--- src/rtl/dtmf_sequencer.sv ---
// dtmf_sequencer: queued DTMF dialler that plays buffered key codes as tone bursts and silent gaps.
// Optional DTMF_ABORT_EN adds an abort input that flushes the queue. Rev 1.0
`default_nettype none

module dtmf_sequencer #(
  parameter int DEPTH      = 16,
  parameter int ON_CYCLES  = 840000,
  parameter int OFF_CYCLES = 840000,
  parameter int CNT_W      = 20
) (
  input  logic                     clk,
  input  logic                     rst,
  input  logic [3:0]               digit_in,
  input  logic                     digit_valid,
  output logic                     digit_ready,
  input  logic [3:0]               row_tone,
  input  logic [3:0]               col_tone,
  output logic                     out_row,
  output logic                     out_column,
  output logic                     busy,
  output logic [3:0]               active_digit,
  output logic [$clog2(DEPTH):0]   fifo_count,
  output logic                     overflow
`ifdef DTMF_ABORT_EN
  ,
  input  logic                     abort
`endif
);

  localparam int PTR_W = $clog2(DEPTH);

  localparam logic [PTR_W:0]   FULL_CNT  = (PTR_W + 1)'(DEPTH);
  localparam logic [PTR_W:0]   ONE_CNT   = (PTR_W + 1)'(1);
  localparam logic [PTR_W-1:0] ONE_PTR   = PTR_W'(1);
  localparam logic [CNT_W-1:0] ONE_TMR   = CNT_W'(1);
  localparam logic [CNT_W-1:0] ON_LOAD   = CNT_W'(ON_CYCLES - 1);
  localparam logic [CNT_W-1:0] OFF_LOAD  = CNT_W'(OFF_CYCLES - 1);

  typedef enum logic [1:0] {
    IDLE = 2'd0,
    TONE = 2'd1,
    GAP  = 2'd2
  } state_t;

  state_t           state;
  state_t           state_next;
  logic [CNT_W-1:0] timer;
  logic [CNT_W-1:0] timer_next;
  logic [PTR_W-1:0] wr_ptr;
  logic [PTR_W-1:0] rd_ptr;
  logic [3:0]       mem [DEPTH];
  logic [PTR_W:0]   count_next;
  logic             push;
  logic             pop;
  logic             abort_req;
  logic [1:0]       row_sel;
  logic [1:0]       col_sel;

`ifdef DTMF_ABORT_EN
  assign abort_req = abort;
`else
  assign abort_req = 1'b0;
`endif

  // An aborted cycle neither accepts a new digit nor pops one.
  assign push = digit_valid && digit_ready && !abort_req;
  assign busy = (state != IDLE) || (fifo_count != '0);

  always_comb begin
    state_next = state;
    timer_next = timer;
    pop        = 1'b0;
    if (abort_req) begin
      state_next = IDLE;
      timer_next = '0;
    end else begin
      case (state)
        IDLE: begin
          if (fifo_count != '0) begin
            pop        = 1'b1;
            state_next = TONE;
            timer_next = ON_LOAD;
          end
        end
        TONE: begin
          if (timer == '0) begin
            state_next = GAP;
            timer_next = OFF_LOAD;
          end else begin
            timer_next = timer - ONE_TMR;
          end
        end
        GAP: begin
          if (timer == '0) begin
            state_next = IDLE;
          end else begin
            timer_next = timer - ONE_TMR;
          end
        end
        default: begin
          state_next = IDLE;
          timer_next = '0;
        end
      endcase
    end
  end

  always_comb begin
    count_next = fifo_count;
    if (abort_req) begin
      count_next = '0;
    end else begin
      case ({push, pop})
        2'b10:   count_next = fifo_count + ONE_CNT;
        2'b01:   count_next = fifo_count - ONE_CNT;
        default: count_next = fifo_count;
      endcase
    end
  end

  always_ff @(posedge clk) begin
    if (rst) begin
      state <= IDLE;
      timer <= '0;
    end else begin
      state <= state_next;
      timer <= timer_next;
    end
  end

  always_ff @(posedge clk) begin
    if (push) begin
      mem[wr_ptr] <= digit_in;
    end
  end

  always_ff @(posedge clk) begin
    if (rst || abort_req) begin
      wr_ptr <= '0;
      rd_ptr <= '0;
    end else begin
      if (push) begin
        wr_ptr <= wr_ptr + ONE_PTR;
      end
      if (pop) begin
        rd_ptr <= rd_ptr + ONE_PTR;
      end
    end
  end

  // Ready is registered from the next count, so a pop while full frees the slot one cycle later.
  always_ff @(posedge clk) begin
    if (rst) begin
      fifo_count  <= '0;
      digit_ready <= 1'b1;
    end else begin
      fifo_count  <= count_next;
      digit_ready <= (count_next != FULL_CNT);
    end
  end

  always_ff @(posedge clk) begin
    if (rst) begin
      overflow     <= 1'b0;
      active_digit <= 4'h0;
    end else begin
      if (digit_valid && !digit_ready) begin
        overflow <= 1'b1;
      end
      if (pop) begin
        active_digit <= mem[rd_ptr];
      end
    end
  end

  always_comb begin
    row_sel = 2'd0;
    col_sel = 2'd0;
    case (active_digit)
      4'h1: begin row_sel = 2'd0; col_sel = 2'd0; end
      4'h2: begin row_sel = 2'd0; col_sel = 2'd1; end
      4'h3: begin row_sel = 2'd0; col_sel = 2'd2; end
      4'h4: begin row_sel = 2'd1; col_sel = 2'd0; end
      4'h5: begin row_sel = 2'd1; col_sel = 2'd1; end
      4'h6: begin row_sel = 2'd1; col_sel = 2'd2; end
      4'h7: begin row_sel = 2'd2; col_sel = 2'd0; end
      4'h8: begin row_sel = 2'd2; col_sel = 2'd1; end
      4'h9: begin row_sel = 2'd2; col_sel = 2'd2; end
      4'h0: begin row_sel = 2'd3; col_sel = 2'd1; end
      4'hE: begin row_sel = 2'd3; col_sel = 2'd0; end
      4'hF: begin row_sel = 2'd3; col_sel = 2'd2; end
      4'hA: begin row_sel = 2'd0; col_sel = 2'd3; end
      4'hB: begin row_sel = 2'd1; col_sel = 2'd3; end
      4'hC: begin row_sel = 2'd2; col_sel = 2'd3; end
      4'hD: begin row_sel = 2'd3; col_sel = 2'd3; end
      default: begin row_sel = 2'd0; col_sel = 2'd0; end
    endcase
  end

  always_ff @(posedge clk) begin
    if (rst || abort_req) begin
      out_row    <= 1'b0;
      out_column <= 1'b0;
    end else if (state == TONE) begin
      out_row    <= row_tone[row_sel];
      out_column <= col_tone[col_sel];
    end else begin
      out_row    <= 1'b0;
      out_column <= 1'b0;
    end
  end

endmodule

`default_nettype wire

--- config.mk ---
export PLATFORM = sky130hd
export DESIGN_NAME = dtmf_sequencer
export DESIGN_NICKNAME = d
export VERILOG_FILES = /design/src/rtl/dtmf_sequencer.sv
export SDC_FILE = /design/constraint.sdc
export NUM_CORES = 1
export LEC_CHECK = 0
export CORE_ASPECT_RATIO = 0.75
export CORE_UTILIZATION = 35
export DETAILED_ROUTE_END_ITERATION = 12
export RECOVER_POWER = 50
export SLEW_MARGIN = 20
export SYNTH_ARGS = -nofsm -noshare
export SYNTH_HDL_FRONTEND = slang
export SYNTH_SLANG_ARGS = --single-unit
--- constraint.sdc ---
create_clock -name clk -period 2.9 [get_ports clk]
set_input_delay 0.58 -clock clk [delete_from_list [all_inputs] [get_ports clk]]
set_output_delay 0.58 -clock clk [all_outputs]
set_load 0.01 [all_outputs]
==> summary.txt, run 1 <==
Outcome
  • Status: completed

Global routing
  • Largest net degree at the start of global routing: 31
  • Antenna violations before repair: 0
  • Met3 Resource Use GR: 3.47%
  • GRT Residual Overflow: 0
  • GR Util met1: 23.5%
  • Global route hottest layer: met2
  • Total track usage: 16.2%
  • Met2 usage in global routing: 24.7%
  • Vias in the first global route: 3678
  • First-pass GRT wire length: 19100 um

Setup path
  • Critical path origin: digit_valid
  • Critical path, cell by cell: clkdlybuf4s50_1, a211o_1, a21oi_2, xor2_1, ha_1, nand2_1, a211o_1, a41oi_1, mux2_2, nand3_1
  • Worst EP required: 3.19 ns
  • CP max stage cell: clkdlybuf4s50_1
  • Crit-path max cell delay: 0.43 ns
  • R2R cell count: 5
  • R2r endpoint: timer[13]
  • Worst r2r src: timer[0]
  • Cell mode on critical path: a211o_1
  • Crit path max fanout: 3
  • Crit path launch type: input pin
  • Worst R2R Setup Slack: 0.36 ns
  • CP endpoint: digit_ready
  • Kind of critical path: in -> reg
  • WP data arrival: 2.97 ns
  • CP endpoint kind: register

Floorplan
  • Die ar.: 15300 um2
  • Initial Util: 35.9%
  • Cell Rows: 38
  • Core area: 14500 um2
  • Die width: 143 um
  • Boundary Pins: 29
  • Chip height: 107 um

Timing
  • Final Slew Violations: 0
  • Relative slew slack: 54.3%
  • # setup viols final: 0
  • Final cycle utilization of the critical path: 92.5%
  • Worst setup margin: 0.217 ns
  • Slew @ Worst Pin: 0.677 ns
  • Final Hold Violating Endpoints: 0
  • Clock skew: 0.0156 ns
  • Fin crit period: 2.68 ns
  • Setup TNS: 0 ns
  • Max Clk Rate: 373 MHz
  • RSZ-0062 raised after global routing: false

Drt
  • Total wire length: 11600 um
  • Routed vias/inst: 5.50
  • DRC viols: 0
  • Drt initial violations: 341
  • Wire per inst: 16.7 um
  • Vias: 3829
  • First-pass detailed-route iteration total: 5
  • DRT antenna net count: 0

CTS
  • Post-CTS Setup Bufs: 0
  • Cts bufs inserted: 9
  • CTS tree: done
  • Cts hold-fix bufs: 0
  • Clock Tree Buf Depth: 2
  • Clock root cell: clkbuf_16
  • Clock Latency Late Sink: 0.36 ns
  • Clock Sinks: 107
  • CTS clk-pin slew, worst paths: 0.08 ns
  • H-tree levels: 3

Power
  • Power, Total: 6190 uW
  • P_leak: 0.00202 uW
  • Sequential share of power: 33.6%
  • Clock network power share: 20.4%
  • Max VDD drop: 0.000480 V
  • Cell Int Power: 3730 uW
  • Gate power share: 45.9%
  • Sw Ratio: 39.7%
  • Psw: 2460 uW
  • Cell area power density: 1010 nW/um2

Synthesis
  • Post-Syn Area per Cell: 11.4 um2
  • Cells after Synth: 454
  • Post-synth net total: 478
  • Sequential-to-total area share from yosys stat: 53.6%
  • Commonest register cell after synthesis: edfxtp_1
  • Share of synthesized registers carrying an async set or reset: 0%
  • Yosys warns: 0
  • Post-synth EDFFs: 64
  • Cell variety after synth: 61
  • Synthesized flop and latch total: 107
  • Synth Cell Area: 5190 um2

Layout
  • Layout cells sized above 1: 15.1%
  • Diode count: 0
  • Final Instance Count excl. Fillers: 696
  • Design Area, Final: 6110 um2
  • Filler cells: 1408
  • Commonest non-fill, non-tap cell in the layout: edfxtp_1
  • Most frequent cells in the layout: 64 x edfxtp_1, 43 x dfxtp_1, 41 x nor2_1, 37 x nand2_1, 29 x a21oi_1
  • Final #Nets: 515
  • Synth-to-layout area growth: 17.6%

Placement
  • Buffers on Ports: 28
  • Routability cong.: 0.899
  • Placed Cells incl. Taps: 680
  • Area of placed instances: 5800 um2
  • Place WS: -0.202 ns
  • Hpwl dp: 8060 um

Min path
  • Hold/Removal Path Class: reg -> reg

Job
  • Max-cap violations: 0
==> worst min-delay path by stage <==
stage,start,cells after the start,endpoint,slack [ns]
6_report,overflow,2,overflow,0.49
5_1_grt,timer[15],2,timer[15],0.52
4_1_cts,timer[9],2,timer[9],0.49
3_5_place_dp,timer[9],2,timer[9],0.47
3_3_place_gp,overflow,2,overflow,0.46
2_1_floorplan,timer[9],2,timer[9],0.45
==> state kept, by name, indices dropped and copies added, names as in the netlist <==
name	cells
active_digit	4
digit_ready	1
fifo_count	5
mem	64
out_column	1
out_row	1
overflow	1
rd_ptr	4
state	2
timer	20
wr_ptr	4
==> worst max-delay path, delay by kind of cell <==
family / cells / cell delay, ns
mux: 1 / 0.37
compound gates: 4 / 1.04
fa+ha+maj: 1 / 0.22
xor+xnor: 1 / 0.17
simple gates: 2 / 0.16
buf+inv: 1 / 0.43
==> through the flow <==
| stage | hold WS [ns] | utilization (%) |
|---|---|---|
| detailed placement | 0.467 | 40.1 |
| global placement | 0.462 | 40.1 |
| CTS | 0.492 | 42.3 |
| finish | 0.487 | 42.2 |
| floorplan | 0.451 | - |
| global route | 0.518 | 42.2 |
==> kinds of logic after synthesis <==
logic type / count (synthesis) / synth area share [%]
muxes: 26 / 9.88
xor gates and xnor gates: 13 / 2.46
buffers and inverters: 44 / 3.57
adders and majority gates: 9 / 2.17
AOI/OAI and AO/OA: 101 / 13.4
and+or+nand+nor: 154 / 15.0
DFF: 107 / 53.6
==> final cells by class <==
cell class | count | area (um2) | area share [%]
Tap cell | 200 | 250 | 4.10
Inverter | 15 | 56.3 | 0.922
Sequential cell | 107 | 2780 | 45.6
Clock inverter | 7 | 98.8 | 1.62
Timing Repair Buffer | 55 | 460 | 7.54
Multi-Input combinational cell | 303 | 2230 | 36.6
Clock buffer | 9 | 225 | 3.69
==> cells in the mapped netlist, drive strengths merged, types with 4 or more instances <==
library cell	n	area share [%]
nand2	37	2.7
inv	15	1.1
nand3	8	0.77
nand4	7	0.84
or4	7	1.1
nor2	43	3.2
dfxtp	43	17
a2111oi	5	0.84
nor3	10	0.96
nand2b	7	0.84
or2	6	0.72
or3	8	1.1
xnor2	6	1.0
buf	7	0.87
xor2	6	1.0
edfxtp	64	37
o311ai	4	0.67
nor4	6	0.72
mux2i	4	0.77
a211oi	6	0.87
a311oi	4	0.67
o22ai	5	0.60
mux4	20	8.7
o31ai	8	1.3
o21bai	4	0.58
ha	9	2.2
o21ai	13	1.3
a21oi	30	2.9
clkbuf	22	1.6
==> power by group through the flow <==
| stage | clock, uW | sequential (uW) | combinational (uW) |
|---|---|---|---|
| CTS | 1290 | 2080 | 2840 |
| detailed placement | 0 | 2120 | 2830 |
| floorplan | 0 | 2040 | 1950 |
| global placement | 0 | 2110 | 2780 |
| global route | 1340 | 2140 | 3140 |
| finish | 1270 | 2080 | 2840 |
==> what timing repair did <==
action	CTS	global route
setup endpoints to repair	0	2
gates resized for setup	0	3
hold endpoints to repair	0	0
==> layer usage <==
layer | routed length (um) | vias up | part of all wire (%)
met3 | 764 | 11 | 6.6
met2 | 5220 | 111 | 45
met1 | 5560 | 1894 | 48
met4 | 95 | 0 | 0.82
li1 | - | 1813 | -
met5 | 0 | - | 0
No activity file was read; power rests on OpenSTA's default activity.
==> run 2, diff against run 1 <==
- CTS_CLUSTER_SIZE: not set -> 28
- SLEW_MARGIN: 20 -> 10
==> results of run 2 <==
Same layout as run 1: the final DEF is identical, and so are final timing and power.
==> run 3, diff against run 2 <==
- GPL_ROUTABILITY_DRIVEN: not set -> 0
==> results of run 3 <==
Same layout as run 1: the final DEF is identical, and so are final timing and power.
